**src/rtl/clk_div_ctrl.sv**
```systemverilog
// -----------------------------------------------------------------------------
// clk_div_ctrl
// Configuration controller for a programmable integer clock divider. Two
// requesters ask for a new divide ratio; requests are arbitrated round-robin and
// each accepted change is applied glitch-safely: gate the divider enable,
// load the new ratio, wait a settle interval, re-enable, then acknowledge.
//
// Ports:
//   CLK_Ref     reference clock, all logic on the rising edge
//   Reset       asynchronous active-high reset
//   div_en      software enable for the divided clock
//   req0/div0   requester 0 level request and requested ratio
//   req1/div1   requester 1 level request and requested ratio
//   ack0/ack1   one-cycle completion pulse to the granted requester
//   err         1 = request rejected (ratio above MAX_DIV); valid with ack
//   div_out     ratio to the divider
//   clk_en_out  enable to the divider
//   busy        high whenever a request is being processed
// -----------------------------------------------------------------------------
module clk_div_ctrl #(
    parameter int unsigned GATE_CYC   = 2,
    parameter int unsigned SETTLE_CYC = 4,
    parameter int unsigned MAX_DIV    = 8,
    parameter int unsigned RESET_DIV  = 1
) (
    input  logic       CLK_Ref,
    input  logic       Reset,
    input  logic       div_en,
    input  logic       req0,
    input  logic [3:0] div0,
    input  logic       req1,
    input  logic [3:0] div1,
    output logic       ack0,
    output logic       ack1,
    output logic       err,
    output logic [3:0] div_out,
    output logic       clk_en_out,
    output logic       busy
);

    localparam int unsigned DIV_W   = 4;
    localparam int unsigned CNT_MAX = (GATE_CYC > SETTLE_CYC) ? GATE_CYC : SETTLE_CYC;
    localparam int unsigned CNT_W   = (CNT_MAX > 1) ? $clog2(CNT_MAX) : 1;

    localparam logic [DIV_W-1:0] MAX_DIV_V   = DIV_W'(MAX_DIV);
    localparam logic [DIV_W-1:0] RESET_DIV_V = DIV_W'(RESET_DIV);
    localparam logic [CNT_W-1:0] GATE_LD     = CNT_W'(GATE_CYC - 1);
    localparam logic [CNT_W-1:0] SETTLE_LD   = CNT_W'(SETTLE_CYC - 1);

    typedef enum logic [2:0] {
        S_IDLE,
        S_GATE,
        S_LOAD,
        S_SETTLE,
        S_RESP
    } state_t;

    state_t           r_state;
    logic [CNT_W-1:0] r_count;
    logic [DIV_W-1:0] r_pend_div;
    logic [DIV_W-1:0] r_div_out;
    logic             r_grant;
    logic             r_last_grant;
    logic             r_ack0;
    logic             r_ack1;
    logic             r_err;
    logic             r_clk_en;
    logic             r_busy;

    logic             w_req_any;
    logic             w_sel;
    logic [DIV_W-1:0] w_sel_div;

    // Round-robin pick: a lone request wins; on a tie the requester that was
    // not granted last time wins.
    assign w_req_any = req0 | req1;
    assign w_sel     = (req0 & req1) ? ~r_last_grant : req1;
    assign w_sel_div = w_sel ? div1 : div0;

    // Control FSM with registered outputs; ack/err default low so they pulse
    // only in the cycle spent in RESP.
    always_ff @(posedge CLK_Ref or posedge Reset) begin
        if (Reset) begin
            r_state      <= S_IDLE;
            r_count      <= '0;
            r_pend_div   <= '0;
            r_div_out    <= RESET_DIV_V;
            r_grant      <= 1'b0;
            r_last_grant <= 1'b1;
            r_ack0       <= 1'b0;
            r_ack1       <= 1'b0;
            r_err        <= 1'b0;
            r_clk_en     <= 1'b0;
            r_busy       <= 1'b0;
        end else begin
            r_ack0 <= 1'b0;
            r_ack1 <= 1'b0;
            r_err  <= 1'b0;
            case (r_state)
                S_IDLE: begin
                    r_clk_en <= div_en;
                    if (w_req_any) begin
                        r_last_grant <= w_sel;
                        r_grant      <= w_sel;
                        r_pend_div   <= w_sel_div;
                        r_busy       <= 1'b1;
                        if (w_sel_div > MAX_DIV_V) begin
                            // Illegal ratio: answer immediately, divider untouched.
                            r_state <= S_RESP;
                            r_ack0  <= ~w_sel;
                            r_ack1  <= w_sel;
                            r_err   <= 1'b1;
                        end else if (w_sel_div == r_div_out) begin
                            // Already at the requested ratio: no gating needed.
                            r_state <= S_RESP;
                            r_ack0  <= ~w_sel;
                            r_ack1  <= w_sel;
                        end else begin
                            r_state  <= S_GATE;
                            r_clk_en <= 1'b0;
                            r_count  <= GATE_LD;
                        end
                    end
                end
                S_GATE: begin
                    if (r_count == '0) begin
                        r_state <= S_LOAD;
                    end else begin
                        r_count <= r_count - CNT_W'(1);
                    end
                end
                S_LOAD: begin
                    r_div_out <= r_pend_div;
                    r_count   <= SETTLE_LD;
                    r_state   <= S_SETTLE;
                end
                S_SETTLE: begin
                    if (r_count == '0) begin
                        // Re-enable together with the ack so the enable is back
                        // in the ack cycle.
                        r_state  <= S_RESP;
                        r_ack0   <= ~r_grant;
                        r_ack1   <= r_grant;
                        r_clk_en <= div_en;
                    end else begin
                        r_count <= r_count - CNT_W'(1);
                    end
                end
                S_RESP: begin
                    r_clk_en <= div_en;
                    r_busy   <= 1'b0;
                    r_state  <= S_IDLE;
                end
                default: begin
                    r_busy  <= 1'b0;
                    r_state <= S_IDLE;
                end
            endcase
        end
    end

    assign ack0       = r_ack0;
    assign ack1       = r_ack1;
    assign err        = r_err;
    assign div_out    = r_div_out;
    assign clk_en_out = r_clk_en;
    assign busy       = r_busy;

endmodule

```
**config.mk**
```make
export PLATFORM = sky130hd
export DESIGN_NAME = clk_div_ctrl
export DESIGN_NICKNAME = d
export VERILOG_FILES = /design/src/rtl/clk_div_ctrl.sv
export SDC_FILE = /design/constraint.sdc
export NUM_CORES = 1
export LEC_CHECK = 0
export CAP_MARGIN = 20
export CORE_UTILIZATION = 44
export DETAILED_ROUTE_END_ITERATION = 8
export PLACE_DENSITY_LB_ADDON = 0.05
export SYNTH_ARGS = -nofsm -noshare
export SYNTH_HDL_FRONTEND = slang
export SYNTH_SLANG_ARGS = --single-unit
export TNS_END_PERCENT = 1
```
**constraint.sdc**
```tcl
create_clock -name CLK_Ref -period 1.7 [get_ports CLK_Ref]
set_clock_uncertainty 0.2 [all_clocks]
set_input_delay 0.425 -clock CLK_Ref [delete_from_list [all_inputs] [get_ports CLK_Ref]]
set_output_delay 0.425 -clock CLK_Ref [all_outputs]
set_load 0.01 [all_outputs]
```
# ---- After elaboration in Yosys (flattened, before gate mapping)
# Index checks and enable logic that the tools add are counted.
dict set report op_classes {
  n_addsub 1
  magnitude_cmp 1
  n_eq_ne 11
  mux 33
  n_bitwise 6
  n_reduce_logical 11
}
# op n
set op_table {}
lappend op_table {{$mux 1} 17}
lappend op_table {{$mux 3} 5}
lappend op_table {{$ne 2x2->1 const B} 6}
lappend op_table {{$pmux 3 s4} 1}
lappend op_table {{$mux 2} 4}
lappend op_table {{$eq 3x2->1 const B} 2}
lappend op_table {{$pmux 1 s2} 3}
lappend op_table {{$pmux 2 s3} 1}
lappend op_table {{$reduce_and 2->1} 3}
lappend op_table {{$reduce_bool 3->1} 2}
lappend op_table {{$reduce_and 5->1} 1}
lappend op_table {{$eq 4x4->1} 1}
lappend op_table {{$gt 4x4->1 const B} 1}
lappend op_table {{$mux 4} 1}
lappend op_table {{$not 1->1} 4}
lappend op_table {{$eq 3x1->1 const B} 1}
lappend op_table {{$eq 3x3->1 const B} 1}
lappend op_table {{$logic_not 3->1} 1}
lappend op_table {{$pmux 1 s3} 1}
lappend op_table {{$reduce_and 3->1} 1}
lappend op_table {{$reduce_or 3->1} 1}
lappend op_table {{$logic_not 2->1} 1}
lappend op_table {{$reduce_or 2->1} 1}
lappend op_table {{$sub 2x1->2 const B} 1}
lappend op_table {{2 further kinds} 2}
dict set report word_totals {
  regBits 20
  inputBits 13
  elab_cells 74
}

# ---- Depth between registers and ports, before layout
# Gate-level depths: netlist (run 1).
dict set report logic_depth {
  depth_word 8
  mapped_depth 7
  depth_no_buf 7
}

# ---- Worst setup path after synthesis (run 1)
# OpenSTA, ideal clock, no wires.
dict set report synth_path {
  path_type {input-to-reg}
  start {input port req1}
  end {register r_count[1]}
  t_arrival_ns 1.576
  required_time_ns 1.406
  path_slack_ns -0.169
  stages 5
  cell_sequence {a21bo_4 a2111oi_4 a2bb2oi_2 a31oi_4 a221oi_2}
}
dict set report synth_between {
  elab_chain_len 6
}
# item line
set synth_rtl {}
lappend synth_rtl {{start: declaration} 31} ;# input logic req1,
lappend synth_rtl {{$and 1x1->1} 77} ;# assign w_sel = (req0 & req1) ? ~r_last_grant : req1;
lappend synth_rtl {{$mux 1} 77}
lappend synth_rtl {{$mux 4} 78} ;# assign w_sel_div = w_sel ? div1 : div0;
lappend synth_rtl {{$gt 4x4->1 / $eq 4x4->1 (equally long branches)} {107, 113}}
lappend synth_rtl {{$ne 2x2->1 (no line)} n/a}
lappend synth_rtl {{$reduce_and 5->1 (no line) *} n/a}
lappend synth_rtl {{end signal: assignment} 129} ;# r_count <= r_count - CNT_W'(1);
lappend synth_rtl {{end signal: assignment} 146} ;# r_count <= r_count - CNT_W'(1);
lappend synth_rtl {{end: declaration} 59} ;# logic [CNT_W-1:0] r_count;
# Mark *: on every way between the ends. The rest lies on a longest branch, timed or not.
# A chain may end at the register's enable or synchronous reset.

# ---- Final worst setup path (run 1)
dict set report layout_path {
  start {input port div1[2]}
  end {register r_count[1]}
}
dict set report layout_between {
  elab_chain_len 4
}
# item line
set layout_rtl {}
lappend layout_rtl {{start: declaration} 32} ;# input logic [3:0] div1,
lappend layout_rtl {{$mux 4 *} 78}
lappend layout_rtl {{$gt 4x4->1 / $eq 4x4->1 (equally long branches)} {107, 113}}
lappend layout_rtl {{$ne 2x2->1 (no line)} n/a}
lappend layout_rtl {{$reduce_and 5->1 (no line) *} n/a}
# Marked as above.

==> results.md, run 1 <==
- P per Cell Area: 1522 mW/mm²
- Die ar.: 0.002561 mm²
- Status: finished with violations
- Worst Setup End Kind: flop
- CP Max Fanout: 7
- Worst rel slew slack: 78.81%
- Nets@finish: 174
- Iteration-0 DRC Markers: 26
- Seq/Total Area, Yosys: 48.38%
- I/O pin cnt: 22
- Register Area: 504.2 µm²
- Post-synthesis register bit count: 20
- Final hold viol count: 0
- CTS Buffer Depth: 2
- Worst-case reg-to-reg path depth: 6
- Filler cell count: 182
- Vias in the first global route: 963
- PortBufs: 21
- Ys async rst share: 100.0%
- Share of layout cells above drive strength 1: 36.48%
- # placed instances: 178
- Startpoint types: input port
- Initial antenna violation count: 0
- Peak VDD IR: 0.001039 V
- Actual slew at the worst max-slew pin: 308.9 ps
- Post-layout util: 72.57%
- Max Slew Vio Count: 0
- Ys Warns: 0
- Area Growth Syn to Fin: 54.39%
- Vias: 983
- Placed Area: 0.001488 mm²
- Fin worst setup slack: -271.8 ps
- Largest net degree at the start of global routing: 21
- Worst path top cell family by delay: compound AO/OA/AOI/OAI gates
- Worst path arrival time: 1990 ps
- Multi-input logic area: 573.1 µm²
- Vias per cell: 5.257
- Worst reg2reg setup slack: -270 ps
- Die height: 50.61 µm
- Fin crit period: 1972 ps
- First-pass iteration count of the detailed router: 4
- H-tree levels: 1
- Max-cap violations: 0
- Reg2reg end: r_state[0]$_DFFE_PP0P_
- Commonest cells after routing, fill and taps aside: buf_4, dfrtp_1, nand2_1
- Antenna-violating nets left: 0
- Final Setup Violations: 8
- Pre-CTS setup slack: -850.6 ps
- Initial Utilization: 47.00%
- First-pass GRT wire length: 4491 µm
- Critical path required time: 1720 ps
- Chip Width: 50.61 µm
- Final Cell Area: 0.001605 mm²
- Remaining DRCs: 0
- Commonest non-fill, non-tap cell in the layout: buf_4
- Synthesized area: 0.001040 mm²
- CP Class: in -> reg
- Worst-path cell chain: clkdlybuf4s50_1 > a2111oi_4 > a2bb2oi_2 > a31oi_4 > a221oi_2
- Final HPWL DP: 2031 µm
- Post-Synthesis Net Count: 116
- Drt wl/cell: 14.92 µm
- Crit path largest cell delay: 520 ps
- Hold Crit Class: in -> async
- Avg Synthesized Cell Area: 10.19 µm²
- Final wirelength: 2790 µm
- TritonCTS clock tree: built
- GRT Residual Overflow: 0
- Core area: 0.002212 mm²
- FMAX: 0.5072 GHz
- Critical path buffer and inverter count: 1
- GP Congestion: 0.8943
- Hold_buf cts: 0
- Post-synth top flop: dfrtp_1
- Leak: 0.7574 nW
- CTS Root Buffer Type: clkbuf_4
- Num CTS Buffers: 3
- Antenna Cells: 0
- Synth unique cells: 33
- Clk Latency, worst-skew pair: 300 ps
- Post-Syn Instances: 102
- Failing checks: negative setup slack
- Reg-to-Reg Start: r_last_grant$_DFFE_PP1P_
- Fin crit share: 116.0%
- Overall Global Routing Usage: 24.10%
- EDFF count, synth: 0
- Post-Layout Cell Count: 187
- RSZ-0062 raised after global routing: true
- Crit-path slowest cell: clkdlybuf4s50_1
- Site Rows: 17
- Clock transition at path regs: 120 ps
- Clock sinks: 20
[cell usage after synthesis (2+ instances only)]
cell type | number | area (µm²)
inv_1 | 8 | 30.03
o21ai_0 | 5 | 25.02
xor2_1 | 2 | 17.52
nor2b_1 | 4 | 25.02
a31oi_1 | 2 | 12.51
o311ai_0 | 2 | 17.52
a21oi_1 | 4 | 20.02
nand2_1 | 15 | 56.30
o21ai_1 | 4 | 20.02
mux2_2 | 2 | 22.52
a22o_1 | 2 | 17.52
nor3_1 | 2 | 10.01
mux2i_1 | 3 | 30.03
nor2_1 | 10 | 37.54
dfrtp_1 | 18 | 450.4
dfstp_2 | 2 | 52.55
[worst reg2reg max path, stage by stage (launching register included)]
cell and delay, ps:
dfstp_2 600, a21bo_4 190, buf_6 110, mux2i_2 220
nand2_1 130, a31oi_4 310, a22o_1 170
[layer usage]
layer	vias up	part of all wire, %	GRT usage (%)
met5	-	0	0
met4	0	0.57	9.259
met3	2	3.3	2.727
met2	24	49	40.00
met1	478	47	31.94
li1	479	-	-
[power by group]
| group | internal [mW] | switching, mW |
|---|---|---|
| Clock | 0.131 | 0.150 |
| Sequential | 0.699 | 0.139 |
| Combinational | 0.672 | 0.652 |
[stage by stage]
step	hold WS, ps	power [mW]	setup TNS [ps]
after CTS	235.1	2.435	-1667
after floorplan	187.3	1.497	-944.7
after global routing	278.4	2.617	-2365
final	231.6	2.443	-1881
after global placement	256.4	2.038	-7134
after detailed placement	271.3	2.077	-7389
[cell type report]
type	count	area share, %
inverter	8	1.871
tap	28	2.182
timing repair buffer	53	26.58
clock buffer	4	2.260
sequential	20	31.41
multi-input combinational	74	35.70
[how the worst max path moves through the flow]
stage | startpoint | end | slack [ps] | cells after the start
final | div1[2] | r_count[1]$_DFFE_PP0P_ | -270 | 5
after global placement | req1 | r_count[1]$_DFFE_PP0P_ | -840 | 6
after floorplan | req1 | r_count[1]$_DFFE_PP0P_ | -160 | 5
after global routing | r_last_grant$_DFFE_PP1P_ | r_state[0]$_DFFE_PP0P_ | -340 | 6
after detailed placement | req1 | r_count[1]$_DFFE_PP0P_ | -850 | 6
after CTS | r_last_grant$_DFFE_PP1P_ | ack0$_DFF_PP0_ | -250 | 6
[repair_timing]
item                                    CTS  global route
resized for setup                        32             5
buffers inserted                          3             2
endpoints found under the setup margin   18            11
pin swaps                                 9             5
[sequential cells by signal (all words and copies together), names as in the netlist]
| name | cells |
|---|---|
| r_last_grant | 1 |
| clk_en_out | 1 |
| err | 1 |
| r_grant | 1 |
| busy | 1 |
| r_pend_div | 4 |
| r_state | 3 |
| r_count | 2 |
| ack0 | 1 |
| ack1 | 1 |
| div_out | 4 |
[kinds of logic after synthesis]
| group | share of synthesized area (%) |
|---|---|
| AOI/OAI and AO/OA | 25.15 |
| xor gates and xnor gates | 1.685 |
| adders and majority gates | 1.203 |
| buffers and inverters | 2.888 |
| DFF | 48.38 |
| muxes | 5.054 |
| and+or+nand+nor | 15.65 |
(Power assumes the default switching activity.)
==> inputs of run 2 (changes only) <==
- CORE_UTILIZATION: 44 -> 54
- DONT_BUFFER_PORTS: default -> 1
- TNS_END_PERCENT: 1 -> default
==> run 2 against run 1 <==
The run still ends with negative setup slack left. Critical path depth did not move. Power is 8.3% lower. Sequential power up 4.4%. Cell area down 17%. Clock power increased by 2%. Wire length fell by 17%. Worst setup slack gained 74 ps. Largest cell class unchanged. Highest routed layer unchanged.
==> results.md, run 2 (synthesis gave the netlist of run 1 again) <==
- Peak VDD IR: 0.0009385 V
- Clock transition at path regs: 120 ps
- Num CTS Buffers: 3
- Worst reg2reg setup slack: -200 ps
- Failing checks: negative setup slack
- Core area: 0.001764 mm²
- Critical path required time: 1750 ps
- H-tree levels: 1
- Switch share: 38.89%
- Post-CTS Setup Bufs: 0
- Pre-CTS setup slack: -226.5 ps
- Clock share of power: 12.9%
- Power, Total: 2.240 mW
- Final wirelength: 2313 µm
- Clock sinks: 20
- Antenna Cells: 0
- Largest net degree at the start of global routing: 21
- CP Class: reg -> reg
- Share of layout cells above drive strength 1: 32.28%
- Leak: 0.5858 nW
- Chip Width: 45.88 µm
- GP Congestion: 0.8173
- Drt wl/cell: 15.22 µm
- Vias per cell: 5.651
- Critical path buffer and inverter count: 0
- Initial Utilization: 58.94%
- Worst rel slew slack: 78.64%
- Setup TNS: -1296 ps
- Initial antenna violation count: 0
- Max-cap violations: 0
- Worst path top cell family by delay: compound AO/OA/AOI/OAI gates
- PortBufs: 0
- Logic pwr share: 48.1%
- CTS Buffer Depth: 2
- Nets@finish: 142
- Iteration-0 DRC Markers: 42
- Area Growth Syn to Fin: 28.28%
- Die height: 45.88 µm
- Remaining DRCs: 0
- Fin worst setup slack: -198.1 ps
- Worst-path cell chain: a21bo_4 > a2111oi_4 > or3_4 > a31oi_4 > a22o_1
- CTS Root Buffer Type: clkbuf_4
- CP Max Fanout: 7
- Actual slew at the worst max-slew pin: 316.0 ps
- Vias: 859
- Status: finished with violations
- RSZ-0062 raised after global routing: true
- Worst Setup End Kind: flop
- Worst path arrival time: 1950 ps
- Startpoint types: flop
- Die ar.: 0.002105 mm²
- Hold Worst Slack: 46.14 ps
- Final Setup Violations: 8
- First-pass GRT wire length: 3588 µm
- Psw: 0.8712 mW
- Crit path largest cell delay: 590 ps
- Pint: 1.369 mW
- Overall Global Routing Usage: 24.71%
- P per Cell Area: 1680 mW/mm²
- Commonest non-fill, non-tap cell in the layout: buf_4
- Vias in the first global route: 792
- TritonCTS clock tree: built
- FMAX: 0.5268 GHz
- Site Rows: 15
- Max Slew Vio Count: 0
- Commonest cells after routing, fill and taps aside: buf_4, dfrtp_1, nand2_1
- Crit-path slowest cell: dfstp_2
- Fin crit period: 1898 ps
- Fin crit share: 111.7%
- Antenna-violating nets left: 0
- Hold Crit Class: in -> reg
- Clk Latency, worst-skew pair: 310 ps
- Final hold viol count: 0
- First-pass iteration count of the detailed router: 4
- I/O pin cnt: 22
- Flop pwr share: 39.0%
- Final HPWL DP: 1717 µm
- GRT Residual Overflow: 0
## run 2: cell count changes in the layout (fill, tap and decap cells not counted), sizes merged
cell	previous run	this run
buf	33	19
clkbuf	6	4
clkdlybuf4s50	8	0
dlygate4sd2	10	0
dlygate4sd3	0	2
## run 2: final cells by class
type | count | area, µm²
Fill cell | 134 | 430.4
Clock buffer | 4 | 36.28
Inverter | 8 | 30.03
Multi-Input combinational cell | 74 | 569.3
Tap cell | 25 | 31.28
Timing Repair Buffer | 21 | 162.7
Sequential cell | 20 | 504.2
## run 2: worst reg2reg max path, stage by stage (launching register included)
cell and delay (ps):
dfstp_2 590, a21bo_4 200, a2111oi_4 50, or3_4 380, a31oi_4 240, a22o_1 180
## run 2: through the flow
stage / instances / utilization, % / cell area [µm²]
finish: 152 / 75.60 / 1334
global route: 152 / 75.60 / 1334
CTS: 152 / 74.11 / 1308
detailed placement: 146 / 69.15 / 1220
global placement: 146 / 69.15 / 1220
floorplan: 102 / - / 1046
## run 2: layer usage
| layer | global-route usage [%] | up-vias | share of wire, % | wire length, µm |
|---|---|---|---|---|
| li1 | - | 418 | - | - |
| met1 | 35.03 | 403 | 45 | 1034 |
| met2 | 37.75 | 31 | 47 | 1090 |
| met3 | 5.556 | 7 | 6.4 | 149 |
| met4 | 7.059 | 0 | 1.6 | 38 |
| met5 | 0 | - | 0 | 0 |
## run 2: power groups by stage
| stage | Sequential (mW) | Clock [mW] | Combinational (mW) |
|---|---|---|---|
| final | 0.875 | 0.288 | 1.08 |
| after global routing | 0.897 | 0.309 | 1.20 |
| after CTS | 0.861 | 0.289 | 1.06 |
| after detailed placement | 0.868 | 0 | 1.02 |
| after global placement | 0.861 | 0 | 0.989 |
| after floorplan | 0.882 | 0 | 0.625 |
## run 2: path summary, 6_finish.rpt
kind / from / to / cells after the start
worst max-delay path: r_last_grant$_DFFE_PP1P_ / r_state[0]$_DFFE_PP0P_ / 5
worst min-delay path: div1[3] / r_pend_div[3]$_DFFE_PP0P_ / 2
worst max register to register: r_last_grant$_DFFE_PP1P_ / r_state[0]$_DFFE_PP0P_ / 5
worst min register to register: r_pend_div[1]$_DFFE_PP0P_ / r_pend_div[1]$_DFFE_PP0P_ / 2
max in group asynchronous: Reset / r_last_grant$_DFFE_PP1P_ / 3
min in group asynchronous: Reset / div_out[2]$_DFFE_PP0P_ / 3
## run 2: repair_timing
action | CTS | global route
gates cloned | 0 | 0
resized for setup | 4 | 6
hold endpoints to repair | 19 | 0
hold buffers | 2 | 0
endpoints found under the setup margin | 7 | 11
pin swaps | 6 | 2
